### config.mk
export PLATFORM = sky130hd
export DESIGN_NAME = fpmul_rr_arbiter
export DESIGN_NICKNAME = d
export VERILOG_FILES = /design/src/rtl/fpmul_pkg.sv /design/src/rtl/fpmul_rr_arbiter_rr_pick.sv /design/src/rtl/fpmul_rr_arbiter.sv
export SDC_FILE = /design/constraint.sdc
export NUM_CORES = 1
export LEC_CHECK = 0
export ABC_CLOCK_PERIOD_IN_PS = 3500
export CAP_MARGIN = 20
export CORE_AREA = 2 2 155 157
export DETAILED_ROUTE_END_ITERATION = 7
export DIE_AREA = 0 0 157 159
export PLACE_DENSITY = 0.67
export SKIP_CTS_REPAIR_TIMING = 1
export SLEW_MARGIN = 20
export SYNTH_ARGS = -nofsm -noshare
export SYNTH_HDL_FRONTEND = slang
export SYNTH_SLANG_ARGS = --single-unit
### constraint.sdc
create_clock -name clk -period 3.5 [get_ports clk]
set_clock_uncertainty 0.15 [all_clocks]
set_input_delay 0.7 -clock clk [delete_from_list [all_inputs] [get_ports clk]]
set_output_delay 0.7 -clock clk [all_outputs]
set_load 0.01 [all_outputs]
### src/rtl/fpmul_pkg.sv
`default_nettype none
// ============================================================================
// Module  : fpmul_pkg
// Brief   : Shared types and constants for the FP-multiplier round-robin arbiter
// Revision: 1.0
// ============================================================================
package fpmul_pkg;

  localparam int FP_WIDTH = 32;
  localparam logic [FP_WIDTH-1:0] FP_NAN_ALL_ONES = 32'hFFFF_FFFF;

  typedef enum logic [1:0] {
    ST_IDLE  = 2'd0,
    ST_ISSUE = 2'd1,
    ST_WAIT  = 2'd2,
    ST_RESP  = 2'd3
  } arb_state_e;

endpackage
`default_nettype wire

### src/rtl/fpmul_rr_arbiter_rr_pick.sv
`default_nettype none
// ============================================================================
// Module  : rr_pick
// Brief   : Round-robin winner search starting at the requester after last_i
// Revision: 1.0
// ============================================================================
module rr_pick #(
  parameter int NREQ = 4
) (
  input  logic [NREQ-1:0]         req_i,
  input  logic [$clog2(NREQ)-1:0] last_i,
  output logic [NREQ-1:0]         winner_o,
  output logic [$clog2(NREQ)-1:0] idx_o,
  output logic                    valid_o
);

  localparam int PW = $clog2(NREQ);
  localparam logic [PW-1:0] LAST_IDX = PW'(NREQ - 1);

  logic [PW-1:0] cand;

  // Walk NREQ positions after last_i with explicit wrap so non-power-of-two NREQ works
  always_comb begin
    winner_o = '0;
    idx_o    = '0;
    valid_o  = 1'b0;
    cand     = last_i;
    for (int k = 0; k < NREQ; k++) begin
      cand = (cand == LAST_IDX) ? '0 : cand + 1'b1;
      if (!valid_o && req_i[cand]) begin
        winner_o[cand] = 1'b1;
        idx_o          = cand;
        valid_o        = 1'b1;
      end
    end
  end

endmodule
`default_nettype wire

### src/rtl/fpmul_rr_arbiter.sv
`default_nettype none
// ============================================================================
// Module  : fpmul_rr_arbiter
// Brief   : Round-robin sharing of one FP multiplier among NREQ requesters.
//           Define FPMUL_ARB_TIMEOUT_EN to enable the mul_done watchdog.
// Revision: 1.0
// ============================================================================
module fpmul_rr_arbiter
  import fpmul_pkg::*;
#(
  parameter int NREQ    = 4,
  parameter int TIMEOUT = 64
) (
  input  logic                     clk,
  input  logic                     reset,
  input  logic [NREQ-1:0]          req_i,
  input  logic [FP_WIDTH*NREQ-1:0] op_a_i,
  input  logic [FP_WIDTH*NREQ-1:0] op_b_i,
  output logic [NREQ-1:0]          grant_o,
  output logic [NREQ-1:0]          rsp_valid_o,
  output logic [FP_WIDTH-1:0]      rsp_c_o,
  output logic                     rsp_ovf_o,
  output logic                     mul_start_o,
  output logic [FP_WIDTH-1:0]      mul_a_o,
  output logic [FP_WIDTH-1:0]      mul_b_o,
  input  logic [FP_WIDTH-1:0]      mul_c_i,
  input  logic                     mul_ovf_i,
  input  logic                     mul_done_i
);

  localparam int PW = $clog2(NREQ);

  arb_state_e          state_q;
  logic [PW-1:0]       last_q;
  logic [PW-1:0]       win_idx_q;
  logic [NREQ-1:0]     win_oh_q;
  logic [NREQ-1:0]     grant_q;
  logic [NREQ-1:0]     rsp_valid_q;
  logic                mul_start_q;
  logic [FP_WIDTH-1:0] mul_a_q;
  logic [FP_WIDTH-1:0] mul_b_q;
  logic [FP_WIDTH-1:0] rsp_c_q;
  logic                rsp_ovf_q;

  logic [NREQ-1:0]     win_oh_d;
  logic [PW-1:0]       win_idx_d;
  logic                win_vld_d;
  logic [FP_WIDTH-1:0] op_a_d;
  logic [FP_WIDTH-1:0] op_b_d;

`ifdef FPMUL_ARB_TIMEOUT_EN
  localparam int CNT_W = $clog2(TIMEOUT + 1);
  localparam logic [CNT_W-1:0] CNT_LAST = CNT_W'(TIMEOUT - 1);
  logic [CNT_W-1:0] wait_cnt_q;
`endif

  rr_pick #(
    .NREQ (NREQ)
  ) u_rr_pick (
    .req_i    (req_i),
    .last_i   (last_q),
    .winner_o (win_oh_d),
    .idx_o    (win_idx_d),
    .valid_o  (win_vld_d)
  );

  always_comb begin
    op_a_d = '0;
    op_b_d = '0;
    for (int i = 0; i < NREQ; i++) begin
      if (win_idx_d == PW'(i)) begin
        op_a_d = op_a_i[i*FP_WIDTH +: FP_WIDTH];
        op_b_d = op_b_i[i*FP_WIDTH +: FP_WIDTH];
      end
    end
  end

  // Pulse outputs default low each cycle; each state raises at most one of them.
  always_ff @(posedge clk or negedge reset) begin
    if (!reset) begin
      state_q     <= ST_IDLE;
      last_q      <= PW'(NREQ - 1);
      win_idx_q   <= '0;
      win_oh_q    <= '0;
      grant_q     <= '0;
      rsp_valid_q <= '0;
      mul_start_q <= 1'b0;
      mul_a_q     <= '0;
      mul_b_q     <= '0;
      rsp_c_q     <= '0;
      rsp_ovf_q   <= 1'b0;
`ifdef FPMUL_ARB_TIMEOUT_EN
      wait_cnt_q  <= '0;
`endif
    end else begin
      grant_q     <= '0;
      rsp_valid_q <= '0;
      mul_start_q <= 1'b0;
      case (state_q)
        ST_IDLE: begin
          if (win_vld_d) begin
            grant_q   <= win_oh_d;
            win_oh_q  <= win_oh_d;
            win_idx_q <= win_idx_d;
            mul_a_q   <= op_a_d;
            mul_b_q   <= op_b_d;
            state_q   <= ST_ISSUE;
          end
        end
        ST_ISSUE: begin
          mul_start_q <= 1'b1;
          state_q     <= ST_WAIT;
`ifdef FPMUL_ARB_TIMEOUT_EN
          wait_cnt_q  <= '0;
`endif
        end
        ST_WAIT: begin
          if (mul_done_i) begin
            rsp_c_q   <= mul_c_i;
            rsp_ovf_q <= mul_ovf_i;
            state_q   <= ST_RESP;
          end
`ifdef FPMUL_ARB_TIMEOUT_EN
          else if (wait_cnt_q == CNT_LAST) begin
            rsp_c_q   <= FP_NAN_ALL_ONES;
            rsp_ovf_q <= 1'b1;
            state_q   <= ST_RESP;
          end else begin
            wait_cnt_q <= wait_cnt_q + 1'b1;
          end
`endif
        end
        ST_RESP: begin
          rsp_valid_q <= win_oh_q;
          last_q      <= win_idx_q;
          state_q     <= ST_IDLE;
        end
        default: state_q <= ST_IDLE;
      endcase
    end
  end

  assign grant_o     = grant_q;
  assign rsp_valid_o = rsp_valid_q;
  assign rsp_c_o     = rsp_c_q;
  assign rsp_ovf_o   = rsp_ovf_q;
  assign mul_start_o = mul_start_q;
  assign mul_a_o     = mul_a_q;
  assign mul_b_o     = mul_b_q;

endmodule
`default_nettype wire

==> results of run 1 <==
worst reg2reg max path: stages (launching register included):
cell and delay, ps:
dfstp_2 690, inv_1 160, ha_1 410, nor2b_1 410, o21ai_4 80, buf_4 300
a32oi_1 430, a21oi_1 110, a21o_1 160
cell families after synthesis:
family | after synthesis | share of synthesized area (%)
muxes | 35 | 6.261
buffers and inverters | 80 | 5.044
DFF | 116 | 44.87
and+or+nand+nor | 57 | 4.657
AOI/OAI and AO/OA | 359 | 36.85
adders and majority gates | 12 | 2.319
where the power goes:
group / internal [uW] / switching [uW]
sequential: 2030 / 376
clock: 1070 / 700
combinational: 2840 / 2870
area by class of cell:
class,count,area share [%]
Inverter,8,0.2593
Tap cell,319,3.447
Timing Repair Buffer,430,37.39
Multi-Input combinational cell,463,28.72
Sequential cell,116,25.09
Clock buffer,18,3.793
Clock inverter,14,1.307
layer usage:
metal	wire, microns	share of wire [%]	GRT usage (%)	vias to the layer above
li1	-	-	-	3334
met2	14200	50	37.60	331
met4	1060	3.7	9.716	0
met3	1971	7.0	5.580	56
met5	0	0	0	-
met1	11120	39	27.53	3555
state kept, by name, summed over array words and instances (netlist names):
register,flops
win_idx_q,2
win_oh_q,4
grant_o,4
rsp_ovf_o,1
mul_start_o,1
rsp_valid_o,4
mul_a_o,32
last_q,2
state_q,2
rsp_c_o,32
mul_b_o,32
stage by stage:
step	cells	util (%)
finish	1368	49.93
global route	1368	49.93
detailed placement	1336	47.38
CTS	1368	49.93
floorplan	659	-
global placement	1336	47.38
final timing paths:
check	from	end	depth (start not counted)
setup / recovery	last_q[0]	mul_b_o[2]	8
hold / removal	reset	mul_b_o[14]	1
setup reg to reg	last_q[0]	mul_b_o[2]	8
hold reg to reg	mul_a_o[10]	mul_a_o[10]	1
max in group asynchronous	reset	mul_a_o[25]	2
min in group clk	mul_a_o[10]	mul_a_o[10]	1
cells in the final DEF, fill, tap and decap left out, drive strengths merged, types with 7 or more instances in the layout:
master           n
a21o            63
a21oi           73
a32oi           65
and2             7
buf             30
clkbuf          18
clkdlybuf4s50  400
clkinv           7
dfrtp          114
ha              12
inv             11
mux2            34
nand2           14
nor2            12
o21ai           71
o22ai           63
==> reports/qor.yml, run 1 <==
outcome:
  outcome: "finished, final reports clean"
critical_path:
  crit_chain: "inv_1, ha_1, nor2b_1, o21ai_4, buf_4, a32oi_1, a21oi_1, a21o_1"
  endpoint_kind: "flip-flop"
  cp-start-kind: "flip-flop"
  cp_top_family: "compound AO/OA/AOI/OAI gates"
  slowest_stage: "dfstp_2"
  crit_type: "reg2reg"
  path_max_fanout: 44
  max_stage_delay_ps: 690
  cp_num_buf_inv: 2
  cp.arrival_ps: 3170
  required_ps: 3660
  r2r_slack_ps: 490
floorplan:
  io_pins: 402
  dieArea_sq_mm: 0.02496
  rows: 56
  core_area_sq_mm: 0.02319
  dieWidth_microns: 157
  die_y_microns: 159
  start_util_pct: 27.92
synthesis:
  yosys-top-cells-area: "dfrtp_1, a32oi_1, a21o_1, o22ai_1, mux2_2"
  synth_flop_cell: "dfrtp_1"
  yosysMostFrequentCell: "dfrtp_1"
  postSynthCellCount: 659
  synth_cell_type_count: 49
  ys_warn_count: 0
  yosysSeqAreaShare_pct: 44.87
  synth_common_cells: "dfrtp_1, a21oi_1, o21ai_0"
  ys_ff_latch: 116
  syn-cell-area_sq_mm: 0.006475
  synth-edff-count: 0
  async_reset_ff_share_pct: 100.0
  yosysTopAreaCell: "dfrtp_1"
  synth_fp_nets: 967
  synth.avg_cell_area_sq_um: 9.825
  synth_top_area_share_pct: 44.06
layout:
  multiInputGateArea_sq_mm: 0.003326
  nFillCells: 2168
  synthToLayoutAreaGrowth_pct: 78.84
  drive_above_1_share_pct: 10.77
  final_nets: 1344
  register_area_sq_mm: 0.002905
  final_cell_area_sq_mm: 0.01158
  diodes: 0
power_and_ir_drop:
  power.total_uw: 9898
  power_density_mw_per_mm2: 854.7
  p_leak_uw: 0.004750
  vdd_drop_max_mv: 0.3468
clock_tree:
  clk_latency_ps: 410
  clock_sinks: 116
  cts_buffers: 17
  root_buffer: "clkbuf_16"
  cts_tree: "built"
  ctsHtreeMaxLevel: 4
  cts.path.max_buffers: 2
  path_clk_slew_ps: 60
routing:
  ant_nets: 0
  initialDrtViolationCount: 439
  first_pass_iters: 4
  vias: 7276
  route.detailed.drc: 0
  wirelength_microns: 28350
  wl_per_cell_microns: 20.72
  viasPerCell: 5.319
timing:
  finalSetupTns_ps: 0
  worst_slack_ps: 488.1
  min_period_ps: 3012
  max_freq_mhz: 332.0
  finalSetupViolCount: 0
  slew_viol_final: 0
  finalCritPeriodShare_pct: 86.05
  tightest_slew_ps: 729.2
  slew_headroom_pct: 50.87
  hold_viol: 0
  hold_ws_ps: 120.4
  rsz0062_at_grt: "no"
place:
  postPlaceCellArea_sq_mm: 0.01099
  port-buffer-count: 401
  post-place-ws_ps: 405.7
  dpl.hpwl_microns: 20520
  gp_congestion: 0.9231
global_route:
  grt_max_degree: 49
  grt_pass1_wl_microns: 43080
  antenna_found_initial: 0
  overflow: 0
  first_global_vias: 7328
  track_usage_pct: 22.55
hold_path:
  hold_path.class: "in2async"
job:
  max_cap_viol_count: 0
Note: power is estimated with default switching activity, not from simulation.
==> run 2: changes to the inputs <==
--- a/config.mk
+++ b/config.mk
@@ -10,7 +10,7 @@
 export CORE_AREA = 2 2 155 157
 export DETAILED_ROUTE_END_ITERATION = 7
 export DIE_AREA = 0 0 157 159
-export PLACE_DENSITY = 0.67
+export PLACE_DENSITY = 0.71
 export SKIP_CTS_REPAIR_TIMING = 1
 export SLEW_MARGIN = 20
 export SYNTH_ARGS = -nofsm -noshare
==> reports/qor.yml, run 2 (synthesis results as in run 1) <==
outcome:
  outcome: "finished, final reports clean"
timing:
  finalCritPeriodShare_pct: 90.41  # +4.4 points
  hold_viol: 0  # unchanged
  tightest_slew_ps: 689.6  # -39.54 ps
  finalSetupTns_ps: 0  # unchanged
  min_period_ps: 3165  # +152.6 ps
  finalSetupViolCount: 0  # unchanged
  rsz0062_at_grt: "no"
  slew_headroom_pct: 53.54  # +2.7 points
  hold_ws_ps: 129.7  # +9.228 ps
  slew_viol_final: 0  # unchanged
  max_freq_mhz: 316.0  # -4.8%
  worst_slack_ps: 335.5  # -152.6 ps
critical_path:
  required_ps: 3700  # +40 ps
  cp.arrival_ps: 3360  # +190 ps
  path_max_fanout: 23  # -48%
  endpoint_kind: "flip-flop"
  crit_type: "reg2reg"
  cp-start-kind: "flip-flop"
place:
  dpl.hpwl_microns: 20300  # -1.1%
  port-buffer-count: 401  # unchanged
  gp_congestion: 0.9736  # +5.5%
  post-place-ws_ps: 384.0  # -21.67 ps
routing:
  ant_nets: 0  # unchanged
  first_pass_iters: 5  # +1
  initialDrtViolationCount: 395  # -10%
  vias: 7229  # -0.65%
  viasPerCell: 5.280  # -0.72%
  wirelength_microns: 27630  # -2.5%
  wl_per_cell_microns: 20.18  # -2.6%
  route.detailed.drc: 0  # unchanged
clock_tree:
  clk_latency_ps: 410  # about the same
  path_clk_slew_ps: 60  # about the same
  cts_buffers: 17  # unchanged
  cts.path.max_buffers: 2  # unchanged
  cts_tree: "built"
  clock_sinks: 116  # unchanged
  root_buffer: "clkbuf_16"
  ctsHtreeMaxLevel: 4  # unchanged
floorplan:
  dieWidth_microns: 157  # unchanged
  rows: 56  # unchanged
  die_y_microns: 159  # unchanged
  io_pins: 402  # unchanged
  core_area_sq_mm: 0.02319  # unchanged
  start_util_pct: 27.92  # unchanged
  dieArea_sq_mm: 0.02496  # unchanged
global_route:
  overflow: 0  # unchanged
  first_global_vias: 7272  # -0.76%
  grt_pass1_wl_microns: 41630  # -3.4%
  antenna_found_initial: 0  # unchanged
  track_usage_pct: 21.73  # -0.82 points
  grt_max_degree: 50  # +2.0%
layout:
  register_area_sq_mm: 0.002905  # unchanged
  multiInputGateArea_sq_mm: 0.003326  # unchanged
  synthToLayoutAreaGrowth_pct: 79.92
  drive_above_1_share_pct: 10.77  # unchanged
  final_common_cell: "clkdlybuf4s50_1"
  nFillCells: 2138  # -1.4%
  final_cell_mix: "clkdlybuf4s50_1, dfrtp_1, a21oi_1"
  final_util_pct: 50.23  # +0.30 points
  final_nets: 1344  # unchanged
power_and_ir_drop:
  p_leak_uw: 0.004780  # +0.63%
  power.total_uw: 10020  # +1.3%
  vdd_drop_max_mv: 0.3239  # -6.6%
  power_density_mw_per_mm2: 860.5  # +0.67%
hold_path:
  hold_path.class: "in2async"
job:
  max_cap_viol_count: 0  # unchanged
[run 2: metrics by stage]
step	instance area [sq um]	instances
4_1_cts	11650	1368
6_report	11650	1369
3_3_place_gp	11030	1336
2_1_floorplan	6475	659
5_1_grt	11650	1368
3_5_place_dp	11030	1336
[run 2: worst paths after layout]
kind                       startpoint           to  slack [ps]  cells past startpoint
hold reg to reg            mul_b_o[7]   mul_b_o[7]         320                      1
setup / recovery            last_q[0]  mul_a_o[31]         340                      8
min in group clk           mul_b_o[7]   mul_b_o[7]         320                      1
hold / removal                  reset   mul_b_o[4]         130                      1
max in group asynchronous       reset  rsp_c_o[25]        2360                      2
setup reg to reg            last_q[0]  mul_a_o[31]         340                      8
[run 2: report_power, final]
part	total [uW]	internal (uW)	switching, uW	leakage [uW]
registers	2410	2030	379	0.00141
clock network	1870	1140	723	0.000303
logic	5750	2870	2870	0.00307
[run 2: metal layers]
layer	up-vias	GRT usage [%]	part of all wire, %
met5	-	0	0
met4	0	7.965	2.9
met3	50	5.498	6.9
met2	355	36.80	50
met1	3483	26.53	40
li1	3341	-	-
[run 2: final cells by class]
class                           count  share of cell area, %
Clock inverter                     15                  1.675
Antenna cell                        1                0.02148
Timing Repair Buffer              430                  37.48
Inverter                            8                 0.2578
Sequential cell                   116                  24.94
Clock buffer                       17                  3.652
Tap cell                          319                  3.426
Multi-Input combinational cell    463                  28.55
[run 2: critical path, stage by stage (launching register included)]
cell	delay [ps]
dfstp_2	670
inv_1	160
ha_1	670
inv_1	290
o22ai_4	490
buf_12	240
o22ai_1	120
a21oi_1	190
a21o_1	100
